`src/rtl/exc_ctrl_if.sv`:
```
`default_nettype none
// +-----------------------------------------------------------------------+
// | exc_ctrl_if : MEM-stage, CP0 and fetch-redirect signals of exc_ctrl   |
// | Rev 1.0                                                               |
// +-----------------------------------------------------------------------+
interface exc_ctrl_if;
   logic        mem_valid_i;
   logic [31:0] mem_pc_i;
   logic        mem_delayslot_i;
   logic        mem_adel_i;
   logic        mem_syscall_i;
   logic        mem_break_i;
   logic        mem_overflow_i;
   logic        mem_ades_i;
   logic        mem_eret_i;
   logic [5:0]  int_i;
   logic        timer_int_i;
   logic [31:0] cp0_epc_i;

   logic        address_read_error_flag_o;
   logic        syscall_flag_o;
   logic        break_flag_o;
   logic        overflow_flag_o;
   logic        address_write_error_flag_o;
   logic        eret_flag_o;
   logic        delayslot_flag_o;
   logic [31:0] current_pc_addr_o;
   logic [5:0]  int_o;
   logic        flush_o;
   logic        stall_o;
   logic        redirect_valid_o;
   logic [31:0] redirect_pc_o;

   // The pipeline/CP0 environment drives the MEM view and consumes the results.
   modport master (
      output mem_valid_i, mem_pc_i, mem_delayslot_i,
      output mem_adel_i, mem_syscall_i, mem_break_i,
      output mem_overflow_i, mem_ades_i, mem_eret_i,
      output int_i, timer_int_i, cp0_epc_i,
      input  address_read_error_flag_o, syscall_flag_o, break_flag_o,
      input  overflow_flag_o, address_write_error_flag_o, eret_flag_o,
      input  delayslot_flag_o, current_pc_addr_o, int_o,
      input  flush_o, stall_o, redirect_valid_o, redirect_pc_o
   );

   modport slave (
      input  mem_valid_i, mem_pc_i, mem_delayslot_i,
      input  mem_adel_i, mem_syscall_i, mem_break_i,
      input  mem_overflow_i, mem_ades_i, mem_eret_i,
      input  int_i, timer_int_i, cp0_epc_i,
      output address_read_error_flag_o, syscall_flag_o, break_flag_o,
      output overflow_flag_o, address_write_error_flag_o, eret_flag_o,
      output delayslot_flag_o, current_pc_addr_o, int_o,
      output flush_o, stall_o, redirect_valid_o, redirect_pc_o
   );
endinterface
`default_nettype wire

```
`src/rtl/exc_ctrl.sv`:
```
`default_nettype none
// +-----------------------------------------------------------------------+
// | exc_ctrl : MEM/WB exception controller - event select, flush, redirect |
// | Rev 1.0                                                               |
// +-----------------------------------------------------------------------+
module exc_ctrl #(
   parameter logic [31:0] EXC_VECTOR   = 32'hBFC00380,
   parameter int unsigned FLUSH_CYCLES = 2
) (
   input  logic      clk,
   input  logic      rst,
   exc_ctrl_if.slave bus
);
   typedef enum logic [1:0] {
      S_IDLE     = 2'd0,
      S_FLUSH    = 2'd1,
      S_REDIRECT = 2'd2
   } state_t;

   localparam logic [3:0] CNT_LOAD = 4'(FLUSH_CYCLES - 1);

   state_t      state_q, state_d;
   logic [3:0]  cnt_q, cnt_d;
   logic [5:0]  pulse_q, pulse_d;
   logic        ds_q, ds_d;
   logic [31:0] pc_q, pc_d;
   logic        is_eret_q, is_eret_d;
   logic [5:0]  sync1_q, sync2_q;
   logic [5:0]  sel;
   logic        event_hit;

   // One-hot select {adel, syscall, break, overflow, ades, eret}, highest first.
   always_comb begin
      sel = '0;
      if (bus.mem_valid_i) begin
         if (bus.mem_adel_i)          sel[5] = 1'b1;
         else if (bus.mem_syscall_i)  sel[4] = 1'b1;
         else if (bus.mem_break_i)    sel[3] = 1'b1;
         else if (bus.mem_overflow_i) sel[2] = 1'b1;
         else if (bus.mem_ades_i)     sel[1] = 1'b1;
         else if (bus.mem_eret_i)     sel[0] = 1'b1;
      end
   end

   assign event_hit = |sel;

   always_comb begin
      state_d   = state_q;
      cnt_d     = cnt_q;
      pulse_d   = '0;
      ds_d      = ds_q;
      pc_d      = pc_q;
      is_eret_d = is_eret_q;
      case (state_q)
         S_IDLE: begin
            if (event_hit) begin
               state_d   = S_FLUSH;
               pulse_d   = sel;
               ds_d      = bus.mem_delayslot_i;
               pc_d      = bus.mem_pc_i;
               is_eret_d = sel[0];
               cnt_d     = CNT_LOAD;
            end
         end
         S_FLUSH: begin
            if (cnt_q == 4'd0) state_d = S_REDIRECT;
            else               cnt_d   = cnt_q - 4'd1;
         end
         S_REDIRECT: state_d = S_IDLE;
         default:    state_d = S_IDLE;
      endcase
   end

   always_ff @(posedge clk or negedge rst) begin
      if (!rst) begin
         state_q   <= S_IDLE;
         cnt_q     <= '0;
         pulse_q   <= '0;
         ds_q      <= 1'b0;
         pc_q      <= '0;
         is_eret_q <= 1'b0;
         sync1_q   <= '0;
         sync2_q   <= '0;
      end else begin
         state_q   <= state_d;
         cnt_q     <= cnt_d;
         pulse_q   <= pulse_d;
         ds_q      <= ds_d;
         pc_q      <= pc_d;
         is_eret_q <= is_eret_d;
         sync1_q   <= bus.int_i;
         sync2_q   <= sync1_q;
      end
   end

   assign bus.address_read_error_flag_o  = pulse_q[5];
   assign bus.syscall_flag_o             = pulse_q[4];
   assign bus.break_flag_o               = pulse_q[3];
   assign bus.overflow_flag_o            = pulse_q[2];
   assign bus.address_write_error_flag_o = pulse_q[1];
   assign bus.eret_flag_o                = pulse_q[0];
   assign bus.delayslot_flag_o           = ds_q;
   assign bus.current_pc_addr_o          = pc_q;

   assign bus.flush_o          = (state_q == S_FLUSH);
   assign bus.stall_o          = (state_q == S_FLUSH) || (state_q == S_REDIRECT);
   assign bus.redirect_valid_o = (state_q == S_REDIRECT);
   // EPC is read live in REDIRECT; CP0 only rewrites it on exceptions.
   assign bus.redirect_pc_o    = (state_q != S_REDIRECT) ? 32'd0 :
                                 (is_eret_q ? bus.cp0_epc_i : EXC_VECTOR);

   assign bus.int_o = {sync2_q[5] | bus.timer_int_i, sync2_q[4:0]};
endmodule
`default_nettype wire

```
`src/flat_wrapper.sv`:
```
// flat-port wrapper written by rule: the top's interface ports become plain ports
module exc_ctrl_flat 
#(
   parameter logic [31:0] EXC_VECTOR   = 32'hBFC00380,
   parameter int unsigned FLUSH_CYCLES = 2
)
  (clk, rst, bus_mem_valid_i, bus_mem_pc_i, bus_mem_delayslot_i, bus_mem_adel_i, bus_mem_syscall_i, bus_mem_break_i, bus_mem_overflow_i, bus_mem_ades_i, bus_mem_eret_i, bus_int_i, bus_timer_int_i, bus_cp0_epc_i, bus_address_read_error_flag_o, bus_syscall_flag_o, bus_break_flag_o, bus_overflow_flag_o, bus_address_write_error_flag_o, bus_eret_flag_o, bus_delayslot_flag_o, bus_current_pc_addr_o, bus_int_o, bus_flush_o, bus_stall_o, bus_redirect_valid_o, bus_redirect_pc_o);
  exc_ctrl_if bus_i ();
  input  logic clk;
  input  logic rst;
  input wire logic [$bits(bus_i.mem_valid_i)-1:0] bus_mem_valid_i;
  input wire logic [$bits(bus_i.mem_pc_i)-1:0] bus_mem_pc_i;
  input wire logic [$bits(bus_i.mem_delayslot_i)-1:0] bus_mem_delayslot_i;
  input wire logic [$bits(bus_i.mem_adel_i)-1:0] bus_mem_adel_i;
  input wire logic [$bits(bus_i.mem_syscall_i)-1:0] bus_mem_syscall_i;
  input wire logic [$bits(bus_i.mem_break_i)-1:0] bus_mem_break_i;
  input wire logic [$bits(bus_i.mem_overflow_i)-1:0] bus_mem_overflow_i;
  input wire logic [$bits(bus_i.mem_ades_i)-1:0] bus_mem_ades_i;
  input wire logic [$bits(bus_i.mem_eret_i)-1:0] bus_mem_eret_i;
  input wire logic [$bits(bus_i.int_i)-1:0] bus_int_i;
  input wire logic [$bits(bus_i.timer_int_i)-1:0] bus_timer_int_i;
  input wire logic [$bits(bus_i.cp0_epc_i)-1:0] bus_cp0_epc_i;
  output wire logic [$bits(bus_i.address_read_error_flag_o)-1:0] bus_address_read_error_flag_o;
  output wire logic [$bits(bus_i.syscall_flag_o)-1:0] bus_syscall_flag_o;
  output wire logic [$bits(bus_i.break_flag_o)-1:0] bus_break_flag_o;
  output wire logic [$bits(bus_i.overflow_flag_o)-1:0] bus_overflow_flag_o;
  output wire logic [$bits(bus_i.address_write_error_flag_o)-1:0] bus_address_write_error_flag_o;
  output wire logic [$bits(bus_i.eret_flag_o)-1:0] bus_eret_flag_o;
  output wire logic [$bits(bus_i.delayslot_flag_o)-1:0] bus_delayslot_flag_o;
  output wire logic [$bits(bus_i.current_pc_addr_o)-1:0] bus_current_pc_addr_o;
  output wire logic [$bits(bus_i.int_o)-1:0] bus_int_o;
  output wire logic [$bits(bus_i.flush_o)-1:0] bus_flush_o;
  output wire logic [$bits(bus_i.stall_o)-1:0] bus_stall_o;
  output wire logic [$bits(bus_i.redirect_valid_o)-1:0] bus_redirect_valid_o;
  output wire logic [$bits(bus_i.redirect_pc_o)-1:0] bus_redirect_pc_o;
  assign bus_i.mem_valid_i = bus_mem_valid_i;
  assign bus_i.mem_pc_i = bus_mem_pc_i;
  assign bus_i.mem_delayslot_i = bus_mem_delayslot_i;
  assign bus_i.mem_adel_i = bus_mem_adel_i;
  assign bus_i.mem_syscall_i = bus_mem_syscall_i;
  assign bus_i.mem_break_i = bus_mem_break_i;
  assign bus_i.mem_overflow_i = bus_mem_overflow_i;
  assign bus_i.mem_ades_i = bus_mem_ades_i;
  assign bus_i.mem_eret_i = bus_mem_eret_i;
  assign bus_i.int_i = bus_int_i;
  assign bus_i.timer_int_i = bus_timer_int_i;
  assign bus_i.cp0_epc_i = bus_cp0_epc_i;
  assign bus_address_read_error_flag_o = bus_i.address_read_error_flag_o;
  assign bus_syscall_flag_o = bus_i.syscall_flag_o;
  assign bus_break_flag_o = bus_i.break_flag_o;
  assign bus_overflow_flag_o = bus_i.overflow_flag_o;
  assign bus_address_write_error_flag_o = bus_i.address_write_error_flag_o;
  assign bus_eret_flag_o = bus_i.eret_flag_o;
  assign bus_delayslot_flag_o = bus_i.delayslot_flag_o;
  assign bus_current_pc_addr_o = bus_i.current_pc_addr_o;
  assign bus_int_o = bus_i.int_o;
  assign bus_flush_o = bus_i.flush_o;
  assign bus_stall_o = bus_i.stall_o;
  assign bus_redirect_valid_o = bus_i.redirect_valid_o;
  assign bus_redirect_pc_o = bus_i.redirect_pc_o;
  exc_ctrl #(.EXC_VECTOR(EXC_VECTOR), .FLUSH_CYCLES(FLUSH_CYCLES)) u_core (.clk(clk), .rst(rst), .bus(bus_i));
endmodule
```
`config.mk`:
```
export PLATFORM = sky130hd
export DESIGN_NAME = exc_ctrl_flat
export DESIGN_NICKNAME = d
export VERILOG_FILES = /design/src/rtl/exc_ctrl_if.sv /design/src/rtl/exc_ctrl.sv /design/src/flat_wrapper.sv
export SDC_FILE = /design/constraint.sdc
export NUM_CORES = 1
export LEC_CHECK = 0
export ABC_AREA = 1
export ABC_CLOCK_PERIOD_IN_PS = 1540
export CORE_ASPECT_RATIO = 0.75
export CORE_MARGIN = 4
export CORE_UTILIZATION = 37
export CTS_CLUSTER_SIZE = 8
export DETAILED_ROUTE_END_ITERATION = 16
export PLACE_DENSITY = 0.85
export SYNTH_ARGS = -nofsm -noshare
export SYNTH_HDL_FRONTEND = slang
export SYNTH_SLANG_ARGS = --single-unit
```
`constraint.sdc`:
```
create_clock -name clk -period 1.54 [get_ports clk]
set_input_delay 0.462 -clock clk [delete_from_list [all_inputs] [get_ports clk]]
set_output_delay 0.462 -clock clk [all_outputs]
set_load 0.02 [all_outputs]
```
==> results.ini <==
[clock_tree]
cts_made_buffers = 9
clock_latency_ps = 340
clock_sinks = 58
cts.clk_slew.worst_paths_ps = 80
clockRootBuffer = clkbuf_8
htree_levels = 3
tritoncts = done
clockBufferDepth = 2
hold_buffers = 0

[worst_setup_path]
path_depth = 6
crit_path_end = bus_redirect_pc_o[17]
cp_max_fo = 5
max_stage_delay_ps = 390
worstSetupEndpointType = output pin
cp_slowest_cell = dfrtp_1
crit_family = buffers and inverters
worstReg2RegEnd = u_core.cnt_q[3]$_DFFE_PN0P_
critPathKind = flop to output pin
reg2reg_from = u_core.state_q[1]$_DFFE_PN0P_
r2r_cells = 9
startpoint = u_core.state_q[0]$_DFFE_PN0P_
reg2reg_setup_slack_ps = -100
crit_buf_inv = 3
critical_path.startpoint_type = flop
required_ps = 1080
cp.arrival_ps = 1500
crit_chain = inv_2 > ha_4 > nand2_8 > clkbuf_16 > nor2_4 > buf_6

[pwr]
power_leakage_nw = 2.76
power_mw = 8.89
peakVddDrop_uv = 1180
p_per_area_mw_per_mm2 = 1610

[yosys]
syn-mean-instance-area_sq_um = 8.46
syn_nets = 402
netlist_top_cells_area = dfrtp_1, nand2_1, nand3_1, inv_1, nor2_1
yosysTopAreaCellShare_pct = 54.3
ys_seq_area_share_pct = 54.3
ys_ff_latch = 58
syn_area_sq_mm = 0.00267
yosys.area.top_type = dfrtp_1
ys.flop_type = dfrtp_1
yosysWarnings = 0
yosysMostFrequentCell = nand2_1
synth_cell_types = 26
async_reset_ff_share_pct = 100
syn-instance-count = 316
synth_edf_count = 0
netlist_top_cells_count = nand2_1, dfrtp_1, inv_1

[floorplanning]
die_w_microns = 106
floorplan.initialDensity_pct = 38.6
core_area_sq_mm = 0.00693
rows = 26
die_y_microns = 81.6
io_pins = 161
die_area_sq_mm = 0.00866

[placed_design]
port_buffers = 160
hpwlAfterDp_microns = 6670
routabilityCongestion = 0.765
dpl-instance-area_sq_mm = 0.00482
dp.cells = 577
place_ws_ps = -654

[global_routing]
grt_first_pass_wirelength_microns = 16400
grtUsageTotal_pct = 24.8
grt.overflow.total = 0
grt_pass1_vias = 3073
antenna_found_initial = 0
grt_start_max_net_pins = 59

[finish]
final_cell_area_sq_mm = 0.00552
nets = 597
fill_cells = 377
final_util_pct = 79.6
drive_gt1_share_pct = 32.0
syn2layout_area_growth_pct = 106
final_cells = 614
diodes = 0

[timing]
finalMaxSlewViolations = 0
worstMarginPinSlew_ps = 320
hold_violations = 0
skew_ps = 15.6
tns_ps = -14770
max_slew_margin_pct = 78.6
rsz0062_at_grt = true
setup_viol = 71
setup_slack_ps = -426
fmax_mhz = 509
fin_crit_sh_pct = 128
period_minus_slack_ps = 1970
timing.hold.ws_ps = 104

[detailed_routing]
vias = 3182
wl_per_cell_microns = 21.4
drc = 0
drt-total-wl_microns = 13100
dr.pass1.iters = 7
postRouteAntennaNets = 0
drt-vias-per-instance = 5.18
drt_iter0_markers = 277

[outcome]
status = finished with violations
violations = negative setup slack

[job]
maxCapViolations = 0

[worst_hold_path]
holdCritPathClass = input pin to async pin

cells by family after synthesis:
family	synth area share (%)
compound gates	3.23
fa+ha+maj	2.34
simple gates	28.1
flops	54.3
buf+inv	11.3
xor+xnor	0.656
final cells by class:
cell class,count,area [sq um],share of cell area (%)
inverter,47,181,3.29
clock buffer,11,141,2.56
timing repair buffer,203,2230,40.4
clock inverter,5,30.0,0.544
multi-input combinational,192,1360,24.6
tap,98,123,2.22
sequential,58,1450,26.3
power breakdown:
part           internal (mW)  switching [mW]
Clock                  0.619           0.631
Sequential              2.04           0.347
Combinational           2.40            2.85
Total                   5.06            3.82
registers in the layout, summed over array words and instances (netlist names):
name,cells
u_core.sync2_q,6
u_core.sync1_q,6
u_core.is_eret_q,1
u_core.cnt_q,4
u_core.state_q,2
u_core.bus.current_pc_addr_o,32
u_core.pulse_q,6
u_core.bus.delayslot_flag_o,1
what timing repair did:
action	4_1_cts	5_1_grt
gates cloned	4	5
endpoints found under the setup margin	120	93
pin swaps	10	11
resized for setup	273	63
buffers inserted	9	5
cell usage in the layout, fill, tap and decap left out, types with 3 or more instances in the layout:
master	netlist	layout
a21oi_4	0	12
inv_1	44	40
clkbuf_8	0	10
nor2_4	2	23
buf_12	0	9
buf_6	3	41
dlygate4sd2_1	0	32
dlymetal6s2s_1	0	3
clkdlybuf4s50_1	0	71
clkdlybuf4s15_1	0	16
nor2_1	26	6
buf_16	0	3
dfrtp_1	58	58
nand3_1	41	40
buf_4	8	20
clkbuf_16	0	5
nand2_2	2	9
clkinv_2	0	3
nand2_1	88	77
nand2_4	2	4
inv_2	3	6
ha_4	0	3
worst register-to-register path, cell delays in order, from the launching register on:
cell and delay, ps:
dfrtp_1 420, buf_4 160, buf_6 120, inv_6 60, ha_4 170, inv_2 70, o21ai_4 260, buf_4 160
nand3_1 90, nand2_1 80
how the worst min path moves through the flow:
stage          cells past startpoint                                           to
6_report                           2                  u_core.sync2_q[3]$_DFF_PN0_
5_1_grt                            2                  u_core.sync1_q[3]$_DFF_PN0_
3_3_place_gp                       0                  u_core.sync2_q[5]$_DFF_PN0_
2_1_floorplan                      0  u_core.bus.current_pc_addr_o[0]$_DFFE_PN0P_
3_5_place_dp                       0                  u_core.sync2_q[4]$_DFF_PN0_
4_1_cts                            2                  u_core.sync2_q[3]$_DFF_PN0_
metal layers:
| layer | vias up | global-route usage [%] | part of all wire, % |
|---|---|---|---|
| met3 | 70 | 7.70 | 8.6 |
| met5 | - | 0 | 0 |
| met2 | 233 | 47.0 | 51 |
| met4 | 0 | 8.02 | 5.5 |
| met1 | 1521 | 26.8 | 35 |
| li1 | 1358 | - | - |
Note: power is estimated with default switching activity, not from simulation.
